`src/rtl/ball_motion_engine.sv`:
```
// Bouncing-ball position/direction engine, advanced once per frame tick and committed atomically.
// Optional macro SPEED_RAMP_EN: speed rises by one every RAMP_BOUNCES bounces, up to MAX_SPEED.
module ball_motion_engine #(
  parameter int SCREEN_W     = 640,
  parameter int SCREEN_H     = 480,
  parameter int BALL_SIZE    = 20,
  parameter int SPEED_X      = 2,
  parameter int SPEED_Y      = 2,
  parameter int INIT_X       = 320,
  parameter int INIT_Y       = 240,
  parameter int RAMP_BOUNCES = 8,
  parameter int MAX_SPEED    = 6
) (
  input  logic       clk,
  input  logic       reset,
  input  logic       frame_tick,
  input  logic       pause,
  output logic [9:0] ball_x,
  output logic [9:0] ball_y,
  output logic       dir_x,
  output logic       dir_y,
  output logic [2:0] speed,
  output logic       update_done,
  output logic       bounce,
  output logic       tick_overrun
);

  localparam logic [10:0] POS_MIN = 11'(BALL_SIZE);
  localparam logic [10:0] X_MAX   = 11'(SCREEN_W - BALL_SIZE);
  localparam logic [10:0] Y_MAX   = 11'(SCREEN_H - BALL_SIZE);

  typedef enum logic [1:0] {IDLE, STEP_X, STEP_Y, COMMIT} state_t;

  state_t     state, state_next;
  logic [2:0] step_x, step_y;
  logic [9:0] next_x, next_y;
  logic       next_dir_x, next_dir_y;
  logic       hit_x, hit_y;
  logic [11:0] calc_x, calc_y;

`ifdef SPEED_RAMP_EN
  logic [3:0] bounce_cnt;
  assign step_x = speed;
  assign step_y = speed;
`else
  assign speed  = 3'(SPEED_X);
  assign step_x = 3'(SPEED_X);
  assign step_y = 3'(SPEED_Y);
`endif

  // Returns {hit, new_dir, new_pos}; the left/top test runs before subtracting so nothing underflows.
  function automatic logic [11:0] axis_step(input logic [9:0] pos, input logic dir,
                                            input logic [2:0] step, input logic [10:0] pos_max);
    logic [10:0] sum;
    logic [10:0] low_lim;
    sum     = {1'b0, pos} + {8'b0, step};
    low_lim = POS_MIN + {8'b0, step};
    if (dir) begin
      if (sum >= pos_max) axis_step = {1'b1, 1'b0, pos_max[9:0]};
      else                axis_step = {1'b0, 1'b1, sum[9:0]};
    end else begin
      if ({1'b0, pos} <= low_lim) axis_step = {1'b1, 1'b1, POS_MIN[9:0]};
      else                        axis_step = {1'b0, 1'b0, pos - {7'b0, step}};
    end
  endfunction

  assign calc_x = axis_step(ball_x, dir_x, step_x, X_MAX);
  assign calc_y = axis_step(ball_y, dir_y, step_y, Y_MAX);

  always_ff @(posedge clk or posedge reset) begin
    if (reset) state <= IDLE;
    else       state <= state_next;
  end

  always_comb begin
    state_next = state;
    case (state)
      IDLE:    if (frame_tick && !pause) state_next = STEP_X;
      STEP_X:  state_next = STEP_Y;
      STEP_Y:  state_next = COMMIT;
      COMMIT:  state_next = IDLE;
      default: state_next = IDLE;
    endcase
  end

  // Shadow registers keep the published pair stable until both axes are ready.
  always_ff @(posedge clk or posedge reset) begin
    if (reset) begin
      ball_x       <= 10'(INIT_X);
      ball_y       <= 10'(INIT_Y);
      dir_x        <= 1'b1;
      dir_y        <= 1'b1;
      next_x       <= 10'(INIT_X);
      next_y       <= 10'(INIT_Y);
      next_dir_x   <= 1'b1;
      next_dir_y   <= 1'b1;
      hit_x        <= 1'b0;
      hit_y        <= 1'b0;
      update_done  <= 1'b0;
      bounce       <= 1'b0;
      tick_overrun <= 1'b0;
`ifdef SPEED_RAMP_EN
      speed        <= 3'(SPEED_X);
      bounce_cnt   <= 4'd0;
`endif
    end else begin
      update_done <= 1'b0;
      bounce      <= 1'b0;
      if (frame_tick && state != IDLE) tick_overrun <= 1'b1;
      case (state)
        STEP_X: {hit_x, next_dir_x, next_x} <= calc_x;
        STEP_Y: {hit_y, next_dir_y, next_y} <= calc_y;
        COMMIT: begin
          ball_x      <= next_x;
          ball_y      <= next_y;
          dir_x       <= next_dir_x;
          dir_y       <= next_dir_y;
          update_done <= 1'b1;
          bounce      <= hit_x | hit_y;
`ifdef SPEED_RAMP_EN
          if (hit_x | hit_y) begin
            if (bounce_cnt == 4'(RAMP_BOUNCES - 1)) begin
              bounce_cnt <= 4'd0;
              if (speed < 3'(MAX_SPEED)) speed <= speed + 3'd1;
            end else begin
              bounce_cnt <= bounce_cnt + 4'd1;
            end
          end
`endif
        end
        default: ;
      endcase
    end
  end

endmodule

```
`config.mk`:
```
export PLATFORM = sky130hd
export DESIGN_NAME = ball_motion_engine
export DESIGN_NICKNAME = d
export VERILOG_FILES = /design/src/rtl/ball_motion_engine.sv
export SDC_FILE = /design/constraint.sdc
export NUM_CORES = 1
export LEC_CHECK = 0
export CAP_MARGIN = 20
export CORE_ASPECT_RATIO = 2
export CORE_MARGIN = 1.5
export CORE_UTILIZATION = 37
export DETAILED_ROUTE_END_ITERATION = 10
export HOLD_SLACK_MARGIN = 0.05
export PLACE_DENSITY_LB_ADDON = 0.15
export SYNTH_ARGS = -nofsm -noshare
export SYNTH_HDL_FRONTEND = slang
export SYNTH_SLANG_ARGS = --single-unit
```
`constraint.sdc`:
```
create_clock -name clk -period 2.7 [get_ports clk]
set_input_delay 0.675 -clock clk [delete_from_list [all_inputs] [get_ports clk]]
set_output_delay 0.675 -clock clk [all_outputs]
set_load 0.05 [all_outputs]
```
Word-level counts from Yosys, hierarchy flattened
Index checks and enable logic that the tools add are counted.
{ "word_totals": {"regBits": 51, "inputBits": 4, "output_inout_bits": 28, "word_cells": 42} }
{ "classes": {"n_addsub": 4, "n_lt_le_gt_ge": 4, "n_eq_ne": 4, "muxes": 10, "bitwise": 1, "reduce_logical": 5} }
{ "ops": {"columns": ["cell", "n"], "rows": [
  ["$mux 12", 6],
  ["$add 10x2->11 const B", 2],
  ["$le 10x5->1 const B", 2],
  ["$sub 10x2->10 const B", 2],
  ["$ge 11x10->1 const B", 1],
  ["$ge 11x9->1 const B", 1],
  ["$pmux 2 s4", 1],
  ["$eq 2x2->1 const B", 2],
  ["$eq 2x1->1 const B", 1],
  ["$logic_and 1x1->1", 2],
  ["$logic_not 2->1", 1],
  ["$mux 1", 2],
  ["$mux 2", 1],
  ["$ne 2x2->1 const B", 1],
  ["$reduce_bool 2->1", 1],
  ["$logic_not 1->1", 1],
  ["$or 1x1->1", 1]
]} }

Logic depth before layout (Yosys ltp)
{ "depth": {"ltp_word": 4, "ltp_mapped": 9, "depth_no_buf": 8} }

Least setup slack after synthesis
No wires, ideal clock.
{ "synth_path": {"path_kind": "register to register", "from": "register ball_y[1]", "to": "register hit_y", "setup_time_ps": 120, "t_arrival_ps": 2327, "required_time_ps": 2580, "slack_ps": 253, "path_stages_with_launch": 10, "path_buffers": 1, "period_less_slack_ps": 2447, "path_cell_list": "dfrtp_1 -> buf_2 -> inv_1 -> ha_1 -> nor3b_1 -> a22oi_1 -> o22a_1 -> o21ai_1 -> a21oi_1 -> a31o_2"} }
{ "synth_between": {"elab_chain_len": 4, "word_cells_on_any_way": 6, "cone_classes": "add/sub: 1; order compare: 2; mux: 3"} }
{ "synth_rtl": {"columns": ["element", "line_no", "source"], "rows": [
  ["start: declaration", "19", "output logic [9:0] ball_y,"],
  ["start signal: assignment", "90", "ball_y <= 10'(INIT_Y);"],
  ["start signal: assignment", "115", "ball_y <= next_y;"],
  ["$add 10x2->11", "56", "sum = {1'b0, pos} + {8'b0, step};"],
  ["$ge 11x9->1", "59", "if (sum >= pos_max) axis_step = {1'b1, 1'b0, pos_max[9:0]};"],
  ["$mux 12", "59", null],
  ["$mux 12 (*)", "58", "if (dir) begin"],
  ["end signal: assignment", "112", "STEP_Y: {hit_y, next_dir_y, next_y} <= calc_y;"],
  ["end: declaration", "38", "logic hit_x, hit_y;"]
]} }
Every way passes the cells marked *; elsewhere a longest branch is shown, timed or not.
A chain may end at the register's enable or synchronous reset.

Final worst setup path
{ "layout_path": {"from": "register ball_y[4]", "to": "output ball_y[4]"} }
No word-level cell between the ends.

==> flow_metrics.env <==
export IMPL_mostFrequentLayoutCell="dfrtp_1"
export IMPL_die_h_um=136
export IMPL_worst_pin_slew_ps=542
export IMPL_cp_data_required_time_ps=2030
export IMPL_postCtsSetupBuffers=0
export IMPL_clkSinkCount=51
export IMPL_synth_top_area_share_pct=26.9
export IMPL_synth_seq_cells=51
export IMPL_min_path_type="reg -> reg"
export IMPL_ctsHtreeMaxLevel=2
export IMPL_worst_path_largest_cell_delay_ps=870
export IMPL_postCtsHoldBufs=0
export IMPL_first_pass_iters=4
export IMPL_synth_top_cells_by_area="dfrtp_1 27%, dfstp_2 13%, mux2_2 5.2%"
export IMPL_rsz0062_at_grt="false"
export IMPL_fin_skew_ps=6.34
export IMPL_yosys_warnings=0
export IMPL_gp_congestion=0.909
export IMPL_grt_pass1_wl_um=13500
export IMPL_dieArea_um2=9410
export IMPL_syn_area_per_cell_um2=9.18
export IMPL_finalMaxSlewViolations=0
export IMPL_cts_resized=0
export IMPL_final_cell_mix="35 x dfrtp_1, 29 x nand2_1, 28 x nor2_1, 28 x clkdlybuf4s50_1, 23 x o21ai_0"
export IMPL_start_kind="register"
export IMPL_critPathKind="reg -> out"
export IMPL_grt_max_degree=52
export IMPL_cts_buffers=5
export IMPL_drc=0
export IMPL_antenna_found_initial=0
export IMPL_wl_per_cell_um=17.8
export IMPL_ant_nets=0
export IMPL_syn_inst=355
export IMPL_area_growth_pct=18.2
export IMPL_cts_clk_slew_worst_paths_ps=70
export IMPL_grt_usage_pct=18.4
export IMPL_ir_drop_uv=671
export IMPL_root_buffer="clkbuf_16"
export IMPL_cellPowerDensity_nw_per_um2=1230
export IMPL_postLayoutCellArea_um2=3850
export IMPL_setup_viol_count_final=0
export IMPL_grt_overflow=0
export IMPL_hpwlAfterDp_um=6290
export IMPL_pin_count=32
export IMPL_ys_flop_type="dfrtp_1"
export IMPL_finalCritPeriodShare_pct=94.1
export IMPL_fp_dieW_um=69.4
export IMPL_crit_path_end_kind="output port"
export IMPL_cpMaxStageDelayCell="clkdlybuf4s50_1"
export IMPL_slew_headroom_pct=63.8
export IMPL_dpl_cell_area_um2=3660
export IMPL_outcome="completed"
export IMPL_timing_hold_ws_ps=476
export IMPL_critPathLaunch="ball_y[4]$_DFFE_PP1P_"
export IMPL_num_rows=48
export IMPL_drt_iter0_drc=152
export IMPL_yosysUniqueCellTypes=68
export IMPL_final_nets=393
export IMPL_drive_gt1_share_pct=18.1
export IMPL_path_buf_inv=1
export IMPL_critPathTopFamily="buffers and inverters"
export IMPL_reg2reg_from="ball_y[1]$_DFFE_PP0P_"
export IMPL_synth_edff_count=0
export IMPL_multi_input_area_um2=1760
export IMPL_clock_fmax_ghz=0.394
export IMPL_crit_chain="clkdlybuf4s50_1"
export IMPL_viasPerCell=5.71
export IMPL_crit_arrival_ps=1870
export IMPL_clock_latency_ps=300
export IMPL_seq_area_um2=1300
export IMPL_io_buffers=28
export IMPL_seq_area_frac_synth_pct=39.8
export IMPL_drv_cap=0
export IMPL_fin_crit_ps=2540
export IMPL_initial_core_util_pct=38.0
export IMPL_crit_path_max_fanout=12
export IMPL_core_um2=8590
export IMPL_netlist_area_um2=3260
export IMPL_fillers=863
export IMPL_final_hold_violation_count=0
export IMPL_grt_pass1_vias=2704
export IMPL_hold_start="tick_overrun$_DFFE_PP0P_"
export IMPL_vias=2754
export IMPL_yosysTopAreaCell="dfrtp_1"
export IMPL_synthArstFlopShare_pct=100
export IMPL_clk_path_buf_depth=2
export IMPL_tritoncts="done"
export IMPL_p_leak_nw=1.52
export IMPL_diodes=0
export IMPL_routed_wl_um=8560
export IMPL_tns_ps=0
sequential cells by signal (all words and copies together) (netlist names), 2 cells and up:
name / flops
ball_y: 10
next_y: 10
state: 2
next_x: 10
ball_x: 10
cells by family (layout without fill, tap and decap cells):
kind of cell               Yosys count  in the layout  share of synthesized area [%]
and+or+nand+nor                    122            122                           20.0
AOI/OAI and AO/OA                   94             94                           20.3
DFF                                 51             51                           39.8
buffers and inverters               45             71                           6.49
xor gates and xnor gates            17             17                           4.57
muxes                               16             16                           5.49
adders and majority gates            8              8                           3.07
other                                2              3                          0.230
report_power, final:
part / switching (mW) / leakage [nW] / internal [mW]
Sequential: 0.373 / 0.612 / 1.09
Clock: 0.301 / 0.0900 / 0.531
Combinational: 1.53 / 0.821 / 0.939
Total: 2.20 / 1.52 / 2.56
final cells by class:
class                           instances  area share [%]
Clock buffer                            5            3.25
Clock inverter                          3            1.75
Inverter                               19            1.85
Multi-Input combinational cell        260            45.6
Sequential cell                        51            33.6
Tap cell                              100            3.25
Timing Repair Buffer                   44            10.7
metrics by stage:
step,util (%),setup WS (ps),power (mW),instances
floorplan,-,253,3.22,356
global placement,42.6,363,3.92,474
detailed placement,42.6,264,3.93,474
CTS,44.9,154,4.78,482
finish,44.9,160,4.76,482
global route,44.9,12.0,5.04,482
cells in the mapped netlist, drive strengths merged, types with 2 or more instances:
cell	n
a2111oi	2
a211oi	3
a21boi	2
a21o	2
a21oi	14
a22o	2
a22oi	2
a311oi	3
a31oi	7
a32oi	2
and2	3
and3	3
and3b	3
buf	14
clkbuf	12
clkinv	2
conb	2
dfrtp	35
dfstp	16
ha	8
inv	17
mux2	15
nand2	30
nand2b	8
nand3	11
nand3b	3
nand4	5
nor2	28
nor2b	8
nor3	10
nor3b	2
nor4	3
o21a	5
o21ai	24
o221ai	2
o22a	3
o22ai	2
o31ai	3
o32ai	3
or2	2
or3	2
xnor2	10
xor2	7
worst paths after layout:
kind                                       endpoint  slack (ps)  cells after the start
setup / recovery                          ball_y[4]         160                      1
hold / removal             tick_overrun$_DFFE_PP0P_         480                      1
setup reg to reg                  hit_y$_DFFE_PP0P_         240                      8
hold reg to reg            tick_overrun$_DFFE_PP0P_         480                      1
max in group asynchronous     ball_y[5]$_DFFE_PP1P_        1670                      3
min in group asynchronous     update_done$_DFF_PP0_         730                      3
per-layer routing:
metal / wire length, um / global-route usage [%] / share of wire, %
met2: 4720 / 35.1 / 55
met5: 0 / 0 / 0
met3: 206 / 1.93 / 2.4
met1: 3130 / 18.2 / 37
met4: 507 / 12.4 / 5.9
No activity file was read; power rests on OpenSTA's default activity.
